$ cat src/rtl/interrupt_arbiter.sv
// interrupt_arbiter
//   Interrupt source side of the CP0 interrupt interface. Three raw external
//   lines are synchronised and their rising edges are latched as pending
//   events. Pending events that pass the CP0 mask, the global disable and
//   the in-service nesting rule compete by fixed priority (2 > 1 > 0). The
//   winner is presented as a stable one-hot request plus its entrance vector
//   until the CPU acknowledges it or it becomes ineligible.
//
// Ports
//   clk          system clock, rising edge
//   rst          asynchronous active-high reset
//   irq_in       raw asynchronous interrupt lines (event = rising edge)
//   irq_mask     CP0 mask, 1 = source enabled
//   irq_disable  CP0 global disable, 1 = no new request issued
//   irq_ack      1-cycle pulse: CPU took the presented interrupt
//   irq_eret     1-cycle pulse: CPU executed exception return
//   irq_req      one-hot granted request (registered)
//   irq_active   OR of irq_req (registered)
//   irq_vector   entrance address of the granted source, 0 when none
//   in_service   sources currently being serviced
module interrupt_arbiter #(
  parameter int          SYNC_STAGES = 2,
  parameter logic [31:0] VEC0        = 32'h0000_0800,
  parameter logic [31:0] VEC1        = 32'h0000_0600,
  parameter logic [31:0] VEC2        = 32'h0000_0400
) (
  input  logic        clk,
  input  logic        rst,
  input  logic [2:0]  irq_in,
  input  logic [2:0]  irq_mask,
  input  logic        irq_disable,
  input  logic        irq_ack,
  input  logic        irq_eret,
  output logic [2:0]  irq_req,
  output logic        irq_active,
  output logic [31:0] irq_vector,
  output logic [2:0]  in_service
);

  typedef enum logic {IDLE, REQ} state_t;

  state_t state_q, state_d;

  logic [SYNC_STAGES-1:0][2:0] sync_q;
  logic [2:0]  sync_lvl;
  logic [2:0]  edge_hist;
  logic [2:0]  rise;
  logic [2:0]  pending;
  logic [2:0]  pend_clr;
  logic [2:0]  ins_set;
  logic [2:0]  allowed;
  logic [2:0]  eligible;
  logic [2:0]  pick;
  logic [2:0]  eret_clr;
  logic [2:0]  req_d;
  logic [31:0] vec_d;

  function automatic logic [31:0] vec_of(input logic [2:0] oh);
    logic [31:0] v;
    v = '0;
    if (oh[2])      v = VEC2;
    else if (oh[1]) v = VEC1;
    else if (oh[0]) v = VEC0;
    return v;
  endfunction

  // Synchroniser and edge detection
  assign sync_lvl = sync_q[SYNC_STAGES-1];
  assign rise     = sync_lvl & ~edge_hist;

  // Only sources strictly above the highest in-service level may preempt.
  always_comb begin
    if (in_service[2])      allowed = 3'b000;
    else if (in_service[1]) allowed = 3'b100;
    else if (in_service[0]) allowed = 3'b110;
    else                    allowed = 3'b111;
  end

  assign eligible = pending & irq_mask & {3{~irq_disable}} & allowed;

  always_comb begin
    if (eligible[2])      pick = 3'b100;
    else if (eligible[1]) pick = 3'b010;
    else if (eligible[0]) pick = 3'b001;
    else                  pick = 3'b000;
  end

  // eret retires the innermost (highest) level that is in service.
  always_comb begin
    if (in_service[2])      eret_clr = 3'b100;
    else if (in_service[1]) eret_clr = 3'b010;
    else if (in_service[0]) eret_clr = 3'b001;
    else                    eret_clr = 3'b000;
  end

  // Grant FSM: next state and next registered outputs
  always_comb begin
    state_d  = state_q;
    req_d    = irq_req;
    vec_d    = irq_vector;
    pend_clr = '0;
    ins_set  = '0;
    case (state_q)
      IDLE: begin
        req_d = '0;
        vec_d = '0;
        if (|pick) begin
          state_d = REQ;
          req_d   = pick;
          vec_d   = vec_of(pick);
        end
      end
      REQ: begin
        // Ack wins over withdrawal when both happen in one cycle.
        if (irq_ack) begin
          pend_clr = irq_req;
          ins_set  = irq_req;
          state_d  = IDLE;
          req_d    = '0;
          vec_d    = '0;
        end else if ((eligible & irq_req) == 3'b000) begin
          state_d = IDLE;
          req_d   = '0;
          vec_d   = '0;
        end
      end
      default: begin
        state_d = IDLE;
        req_d   = '0;
        vec_d   = '0;
      end
    endcase
  end

  // Registered state
  always_ff @(posedge clk or posedge rst) begin
    if (rst) begin
      state_q    <= IDLE;
      sync_q     <= '0;
      edge_hist  <= '0;
      pending    <= '0;
      in_service <= '0;
      irq_req    <= '0;
      irq_active <= 1'b0;
      irq_vector <= '0;
    end else begin
      state_q    <= state_d;
      sync_q     <= {sync_q[SYNC_STAGES-2:0], irq_in};
      edge_hist  <= sync_lvl;
      // A fresh edge on the source being acked re-arms it.
      pending    <= (pending & ~pend_clr) | rise;
      // eret acts on the pre-update value, then the ack sets its level.
      in_service <= (in_service & ~(irq_eret ? eret_clr : 3'b000)) | ins_set;
      irq_req    <= req_d;
      irq_active <= |req_d;
      irq_vector <= vec_d;
    end
  end

endmodule

$ cat config.mk
export PLATFORM = sky130hd
export DESIGN_NAME = interrupt_arbiter
export DESIGN_NICKNAME = d
export VERILOG_FILES = /design/src/rtl/interrupt_arbiter.sv
export SDC_FILE = /design/constraint.sdc
export NUM_CORES = 1
export LEC_CHECK = 0
export BUFFER_PORTS_ARGS = -buffer_cell sky130_fd_sc_hd__buf_4
export CORE_ASPECT_RATIO = 0.7
export CORE_MARGIN = 5
export CORE_UTILIZATION = 42
export DETAILED_ROUTE_END_ITERATION = 8
export PLACE_DENSITY_LB_ADDON = 0.05
export SLEW_MARGIN = 25
export SYNTH_ARGS = -nofsm -noshare
export SYNTH_HDL_FRONTEND = slang
export SYNTH_SLANG_ARGS = --single-unit
export TNS_END_PERCENT = 100
$ cat constraint.sdc
create_clock -name clk -period 1.5 [get_ports clk]
set_clock_uncertainty 0.05 [all_clocks]
set_input_delay 0.15 -clock clk [delete_from_list [all_inputs] [get_ports clk]]
set_output_delay 0.15 -clock clk [all_outputs]
set_load 0.01 [all_outputs]
==> flow_summary.json, run 1 <==
{
  "power.density_nw_per_um2": 1020,
  "first_iter_violations": 23,
  "final_nets": 151,
  "power_frac_seq_pct": 51.5,
  "cp-end-kind": "flip-flop",
  "netlist_area_um2": 1140,
  "final_cell_mix": "30 x buf_4, 29 x conb_1, 23 x dfrtp_1",
  "via_per_inst": 4.43,
  "dp_hpwl_um": 1550,
  "slowest_stage": "or3_4",
  "cts.sinks": 23,
  "num_io_pins": 50,
  "synthArstFlopShare_pct": 100,
  "antenna_cells": 0,
  "rows": 15,
  "wl_um": 2180,
  "cts_max_level": 1,
  "cp_top_family": "simple AND/OR/NAND/NOR gates",
  "antenna_found_initial": 0,
  "path_class": "flip-flop to flip-flop",
  "path_clk_slew_ns": 0.08,
  "tns_ns": -0.0771,
  "grt_pass1_vias": 688,
  "cts_tree": "built",
  "final_layout_size_suffix_gt1_share_pct": 30.2,
  "grt_usage_pct": 11.5,
  "coreArea_um2": 2530,
  "ys_seq_elements": 23,
  "hold_viol_final": 0,
  "synthCells": 104,
  "min_period_over_period_pct": 102,
  "critPathBufInv": 0,
  "worstHoldPathType": "primary input to flip-flop",
  "setup_slack_ns": -0.0337,
  "drtAntennaViolNets": 0,
  "wl_per_cell_um": 12.6,
  "intPower_uw": 1010,
  "path_cells": "or3_4, nor4b_4, a311o_2, nand4bb_1",
  "avgSynthCellArea_um2": 11.0,
  "drt-pass1-iter-count": 4,
  "synth_top_area_share_pct": 50.3,
  "port_buffers": 20,
  "clock_latency_ns": 0.26,
  "cts-root-buf": "clkbuf_8",
  "crit_required_ns": 1.65,
  "syn_to_final_growth_pct": 19.9,
  "grt_pass1_wl_um": 3310,
  "cts_buffers": 3,
  "p_sw_uw": 392,
  "p_comb_share_pct": 21.8,
  "crit_fanout": 6,
  "cp_data_arrival_time_ns": 1.68,
  "drc": 0,
  "power_frac_clock_pct": 26.7,
  "ys.flop_type": "dfrtp_1",
  "synth.area.top_cells": "dfrtp_1 50%, buf_4 20%, nand2_1 3.3%, nor4b_4 2.1%, nand3b_1 2.0%",
  "synth_seq_area_share_pct": 50.3,
  "grt_max_degree": 24,
  "start_util_pct": 45.2,
  "status": "finished with violations",
  "clock.fmax_mhz": 652,
  "ir_drop_v": 0.000570,
  "maxSlewViolCount": 0,
  "finalPower_uw": 1400,
  "swShare_pct": 28.0,
  "worst_setup_path_start_kind": "flip-flop",
  "synth-edff-count": 0,
  "yosysTopAreaCell": "dfrtp_1",
  "maxCapViolCount": 0,
  "synth_cell_type_count": 28,
  "slowest_delay_ns": 0.43,
  "grt_overflow": 0,
  "die_h_um": 53.7,
  "ys_warn_count": 0,
  "setup_viol": 3,
  "fin_crit_ns": 1.53,
  "die_area_um2": 3890,
  "via_count": 767,
  "rsz0062_at_grt": "yes",
  "die_w_um": 72.4,
  "mostFrequentLayoutCell": "buf_4",
  "violations": "setup timing",
  "gp_congestion": 0.828,
  "p_leak_uw": 0.000723,
  "clock_path_buffers": 2
}
worst register-to-register path: stages, from the launching register on:
cell and delay (ns):
dfrtp_1 0.40, or3_4 0.43, nor4b_4 0.31, a311o_2 0.16, nand4bb_1 0.11
power groups by stage:
| stage | Clock [µW] | Sequential, µW | Combinational (µW) |
|---|---|---|---|
| after floorplan | 0 | 731 | 223 |
| after global placement | 0 | 731 | 281 |
| after detailed placement | 0 | 731 | 279 |
| after CTS | 386 | 719 | 295 |
| after global routing | 428 | 727 | 337 |
| final | 374 | 721 | 305 |
worst paths after layout:
path	startpoint	end	slack (ns)	depth (start not counted)
worst min-delay path	irq_eret	in_service[2]	0.02	2
min in group asynchronous	rst	irq_vector[9]	0.44	4
worst max register to register	in_service[2]	state_q	-0.03	4
max in group asynchronous	rst	edge_hist[0]	0.73	4
worst max-delay path	in_service[2]	state_q	-0.03	4
worst min register to register	sync_q[2]	sync_lvl[2]	0.31	0
stage by stage:
step	setup WS (ns)	area, µm²	hold slack (ns)	util (%)	cells
finish	-0.0337	1370	0.0234	54.2	173
global route	-0.0712	1370	0.0482	54.2	173
CTS	-0.0269	1350	0.0228	53.4	171
detailed placement	-0.0382	1250	0.162	49.4	161
global placement	0.00134	1250	0.161	49.4	161
floorplan	-0.0397	1250	0.102	-	132
layout make-up:
cell class	count	area [µm²]
Clock inverter	1	5.00
Sequential cell	23	576
Clock buffer	3	41.3
Fill cell	226	1160
Inverter	5	18.8
Timing Repair Buffer	34	265
Multi-Input combinational cell	73	424
Tap cell	34	42.5
synth_stat cells, drive strengths merged (2+ instances only):
cell,n
o2bb2ai,2
inv,5
nand3,4
nand4bb,2
o21ai,5
nand3b,3
nor2,4
dfrtp,23
nand2,10
buf,31
routing by layer:
layer,share of wire (%),vias to the layer above,global-route usage [%]
li1,-,363,-
met1,47,354,15.3
met2,41,46,16.5
met3,12,4,5.60
met4,0.78,0,3.99
met5,0,-,0
state kept, by name, indices dropped and copies added, names as in the netlist:
name / count
irq_req: 3
sync_q: 3
edge_hist: 3
irq_vector: 3
pending: 3
sync_lvl: 3
in_service: 3
state_q: 1
irq_active: 1
what timing repair did:
| action | 4_1_cts | 5_1_grt |
|---|---|---|
| setup buffers | 2 | 2 |
| endpoints found under the setup margin | 2 | 6 |
| hold endpoints to repair | 26 | 0 |
| pin swaps | 2 | 2 |
| hold buffers | 4 | 0 |
| gates resized for setup | 0 | 1 |
cell families (layout without fill, tap and decap cells):
group	Yosys count	in the layout	synth area share, %
simple gates	29	29	16.7
flops	23	23	50.3
other cells	1	29	0.328
buf+inv	36	43	22.3
compound gates	15	15	10.4
No activity file was read; power rests on OpenSTA's default activity.
==> run 2: changes to the inputs <==
- ABC_AREA: not set -> 1
- CORE_UTILIZATION: 42 -> 41
- CTS_BUF_LIST: not set -> sky130_fd_sc_hd__clkbuf_8 sky130_fd_sc_hd__clkbuf_16
==> run 2 against run 1 <==
The run now ends clean. Setup slack better by 0.38 ns. Core utilization decreased by 6.1 points. Final cell count up 3.5%. Critical path depth grew 3. Highest routed layer unchanged.
==> flow_summary.json, run 2 <==
{
  "fillers": 283,
  "tns_ns": 0,
  "clock_path_buffers": 2,
  "hold_viol_final": 0,
  "rsz0062_at_grt": "no",
  "grt_pass1_vias": 666,
  "antenna_cells": 0,
  "slowest_delay_ns": 0.40,
  "hold-path-cell-count": 2,
  "synth_seq_area_share_pct": 50.8,
  "syn_to_final_growth_pct": 15.5,
  "yosysTopAreaCell": "dfrtp_1",
  "mostFrequentLayoutCell": "conb_1",
  "netlist_area_um2": 1130,
  "drtAntennaViolNets": 0,
  "synth_cell_type_count": 17,
  "min_period_over_period_pct": 76.8,
  "power.density_nw_per_um2": 1110,
  "grt_max_degree": 24,
  "drc": 0,
  "die_area_um2": 3930,
  "num_io_pins": 50,
  "grt_overflow": 0,
  "r2r.worst_path.cells": 7,
  "setup_viol": 0,
  "first_iter_violations": 20,
  "drt-pass1-iter-count": 4,
  "antenna_found_initial": 0,
  "place_worst_setup_slack_ns": 0.360,
  "ys_warn_count": 0,
  "final_util_pct": 48.0,
  "post_dp_cell_area_um2": 1220,
  "start_util_pct": 41.6,
  "synth.area.top_cells": "dfrtp_1 51%, buf_4 19%, nand2_1 6.3%, nand3_1 4.4%, nor2_4 3.0%",
  "grt_usage_pct": 10.1,
  "wl_um": 1880,
  "port_buffers": 20,
  "cts_buffers": 3,
  "synth-edff-count": 0,
  "ys_seq_elements": 23,
  "whs_ns": 0.0395,
  "synthArstFlopShare_pct": 100,
  "cp_data_arrival_time_ns": 1.30,
  "slowest_stage": "dfrtp_1",
  "clock.fmax_mhz": 867,
  "setup_slack_ns": 0.347,
  "die_h_um": 54.0,
  "synth_most_common_cell": "buf_4",
  "wl_per_cell_um": 10.5,
  "ys.flop_type": "dfrtp_1",
  "worstHoldPathType": "primary input to flip-flop",
  "synthCells": 115,
  "rows": 16,
  "via_per_inst": 4.15,
  "synthTopCellsByCount": "29 x buf_4, 23 x dfrtp_1, 19 x nand2_1",
  "worst_setup_path_start_kind": "flip-flop",
  "cts_tree": "built",
  "fin_crit_ns": 1.15,
  "via_count": 742,
  "design_area_um2": 1310,
  "final_cell_mix": "29 x conb_1, 23 x dfrtp_1, 21 x buf_4",
  "dp_hpwl_um": 1490,
  "path_cells": "inv_2, nand2_4, nor2_4, nand3_2, nand3_4, nand3_1, nand2_1",
  "maxCapViolCount": 0,
  "crit_fanout": 7,
  "path_clk_slew_ns": 0.07,
  "die_w_um": 72.8,
  "gp_congestion": 0.762,
  "synth_top_area_share_pct": 50.8,
  "ir_drop_v": 0.000681,
  "cts.sinks": 23,
  "coreArea_um2": 2720,
  "clock_latency_ns": 0.26,
  "status": "finished clean",
  "cp-end-kind": "flip-flop",
  "cts-root-buf": "clkbuf_8",
  "p_leak_uw": 0.000727,
  "cts_max_level": 1,
  "crit_required_ns": 1.65,
  "maxSlewViolCount": 0,
  "final_nets": 155,
  "grt_pass1_wl_um": 2930,
  "final_layout_size_suffix_gt1_share_pct": 28.0,
  "path_class": "flip-flop to flip-flop",
  "avgSynthCellArea_um2": 9.85
}
## run 2: cell types whose count changed in the layout (fill, tap and decap cells not counted), moves of 4 or more
cell     before  now
buf_4        30   21
nand2_1      10   19
nand3_1       4   10
inv_2         0    4
o21ai_0       2    6
## run 2: cells by family (layout without fill, tap and decap cells)
kind of cell | count (synthesis) | count (layout) | synth area share (%)
DFF | 23 | 23 | 50.8
buffers and inverters | 40 | 40 | 22.9
other | 1 | 29 | 0.331
and+or+nand+nor | 44 | 44 | 22.5
AOI/OAI and AO/OA | 7 | 7 | 3.43
## run 2: path summary, 6_finish.rpt
kind / startpoint / end / slack [ns]
setup / recovery: in_service[2] / irq_req[2] / 0.35
max in group asynchronous: rst / in_service[2] / 0.74
min in group asynchronous: rst / irq_req[1] / 0.43
setup reg to reg: in_service[2] / irq_req[2] / 0.35
hold reg to reg: sync_q[1] / sync_lvl[1] / 0.31
hold / removal: irq_eret / in_service[2] / 0.04
## run 2: area by class of cell
class	count	area (µm²)	share of cell area [%]
clock inverter	1	3.75	0.287
clock buffer	3	41.3	3.16
timing repair buffer	25	198	15.1
inverter	11	41.3	3.16
multi-input combinational	80	403	30.8
sequential	23	576	44.0
tap	36	45.0	3.44
## run 2: what timing repair did
action                                 in CTS  in global routing
endpoints found under the hold margin      26                  0
setup buffers                               0                  0
resized for setup                           0                  0
hold buffers                                4                  0
## run 2: per-layer routing
layer | up-vias | GRT usage (%) | part of all wire [%] | routed length (µm)
met2 | 32 | 16.3 | 44 | 830
met3 | 4 | 4.10 | 11 | 198
met4 | 0 | 3.68 | 1.1 | 21
li1 | 366 | - | - | -
met5 | - | 0 | 0 | 0
met1 | 340 | 12.2 | 44 | 828
## run 2: metrics by stage
step / power (µW) / instances
2_1_floorplan: 1020 / 143
3_3_place_gp: 1100 / 171
3_5_place_dp: 1100 / 171
4_1_cts: 1480 / 179
5_1_grt: 1550 / 179
6_report: 1450 / 179
## run 2: worst max-delay path, delay by kind of cell (launching register included)
kind	cells	cell delay [ns]
and+or+nand+nor	6	0.53
DFF	1	0.40
buffers and inverters	1	0.12
## run 2: power by group
| part | internal [µW] | switching (µW) | total (µW) |
|---|---|---|---|
| Sequential | 692 | 55.1 | 747 |
| Clock | 183 | 187 | 369 |
| Combinational | 132 | 207 | 339 |
==> run 3: changes to the inputs <==
- CORE_UTILIZATION: 41 -> 46
- clock period: 1.5 -> 1.1 ns (I/O delays scaled with it)
==> run 3 against run 2 <==
The run now ends with setup timing left. Sequential cell count stayed put. Global-route usage is 1.4 points higher. Critical path type unchanged. Register-to-register slack worse by 0.38 ns. Critical path depth stayed put. Routed wire length is 5.6% higher. Setup slack worse by 0.38 ns. Clock-buffer cell count stayed put. Non-clock buffer count is 7 higher. Worst hold slack better by 0.071 ns. Combinational power is 56% higher. Via count is 4.6% higher.
==> flow_summary.json, run 3 (synthesis results as in run 2) <==
{
  "status": "finished with violations",
  "violations": "setup timing",
  "final_cell_mix": "29 x conb_1, 23 x dfrtp_1, 22 x buf_4",
  "cp-end-kind": "flip-flop",
  "cts_tree": "built",
  "grt_pass1_wl_um": 3220,
  "start_util_pct": 47.1,
  "die_h_um": 51.5,
  "drtAntennaViolNets": 0,
  "mostFrequentLayoutCell": "conb_1",
  "cp_data_arrival_time_ns": 1.23,
  "ir_drop_v": 0.000977,
  "final_util_pct": 57.5,
  "crit_fanout": 3,
  "gp_congestion": 0.734,
  "syn_to_final_growth_pct": 22.0,
  "wl_per_cell_um": 10.8,
  "setup_viol": 6,
  "path_class": "flip-flop to flip-flop",
  "finalPower_uw": 2050,
  "crit_required_ns": 1.19,
  "p_leak_uw": 0.000767,
  "final_layout_size_suffix_gt1_share_pct": 32.0,
  "via_per_inst": 4.22,
  "clock_latency_ns": 0.26,
  "rows": 15,
  "whs_ns": 0.111,
  "final_nets": 162,
  "grt_overflow": 0,
  "min_period_over_period_pct": 103,
  "drt-pass1-iter-count": 4,
  "first_iter_violations": 27,
  "maxCapViolCount": 0,
  "reg2reg_slack_ns": -0.04,
  "cts-root-buf": "clkbuf_8",
  "worst_setup_path_start_kind": "flip-flop",
  "coreArea_um2": 2400,
  "clock_path_buffers": 2,
  "place_worst_setup_slack_ns": -0.0212,
  "wl_um": 1990,
  "drc": 0,
  "antenna_cells": 0,
  "tns_ns": -0.0930,
  "rsz0062_at_grt": "yes",
  "power.density_nw_per_um2": 1480,
  "grt_max_degree": 24,
  "grt_usage_pct": 11.5,
  "maxSlewViolCount": 0,
  "grt_pass1_vias": 749,
  "path_clk_slew_ns": 0.08,
  "die_area_um2": 3570,
  "cts_buffers": 3,
  "fin_crit_ns": 1.14,
  "worstHoldPathType": "primary input to flip-flop",
  "cts.sinks": 23,
  "antenna_found_initial": 0,
  "dp_hpwl_um": 1530,
  "port_buffers": 20,
  "setup_slack_ns": -0.0357,
  "via_count": 776,
  "hold_viol_final": 0,
  "cts_max_level": 1,
  "num_io_pins": 50,
  "clock.fmax_mhz": 881,
  "die_w_um": 69.3
}
[run 3: cell count changes in the layout (fill, tap and decap cells not counted)]
cell,before,now
inv_1,8,7
dlygate4sd3_1,4,5
inv_2,4,5
buf_4,21,22
nand2_1,19,18
buf_6,0,5
nand2_2,2,3
[run 3: routing by layer]
layer  track usage, %  part of all wire (%)  up-vias
met5                0                     0        -
met4             2.92                  0.40        0
met3             4.83                   9.5        2
met2             20.4                    47       34
met1             13.0                    43      361
li1                 -                     -      379
[run 3: critical path: stages, from the launching register on]
cell and delay (ns):
dfrtp_1 0.39, inv_2 0.06, nand2_4 0.08, inv_2 0.05, nand2_1 0.09, nand2_2 0.06
a21oi_2 0.16, nand2_1 0.07
[run 3: metrics by stage]
stage | instances | cell area, µm²
floorplan | 143 | 1240
global placement | 173 | 1250
detailed placement | 173 | 1250
CTS | 183 | 1350
global route | 184 | 1380
finish | 184 | 1380
[run 3: area by class of cell]
type                       count  area, µm²
clock buffer                   3       41.3
clock inverter                 1       3.75
multi-input combinational     80        405
sequential                    23        576
fill                         220       1020
timing repair buffer          32        272
inverter                      11       41.3
tap                           34       42.5
[run 3: path summary, 6_finish.rpt]
kind | start | end | cells after the start
min in group asynchronous | rst | sync_q[0] | 4
setup reg to reg | in_service[1] | state_q | 7
max in group asynchronous | rst | irq_req[2] | 4
hold reg to reg | sync_q[2] | sync_lvl[2] | 0
setup / recovery | in_service[1] | state_q | 7
hold / removal | irq_ack | in_service[0] | 3
[run 3: repair_timing]
| action | in CTS | in global routing |
|---|---|---|
| setup buffers | 1 | 1 |
| resized for setup | 1 | 6 |
| endpoints found under the setup margin | 8 | 12 |
| pin swaps | 1 | 1 |
| endpoints found under the hold margin | 27 | 0 |
| hold buffers | 5 | 0 |
[run 3: power breakdown]
group / switching (µW) / total (µW) / internal (µW) / leakage (µW)
clock network: 248 / 496 / 249 / 0.0000269
registers: 79.7 / 1020 / 943 / 0.000279
logic: 303 / 528 / 225 / 0.000461
total: 631 / 2050 / 1420 / 0.000767
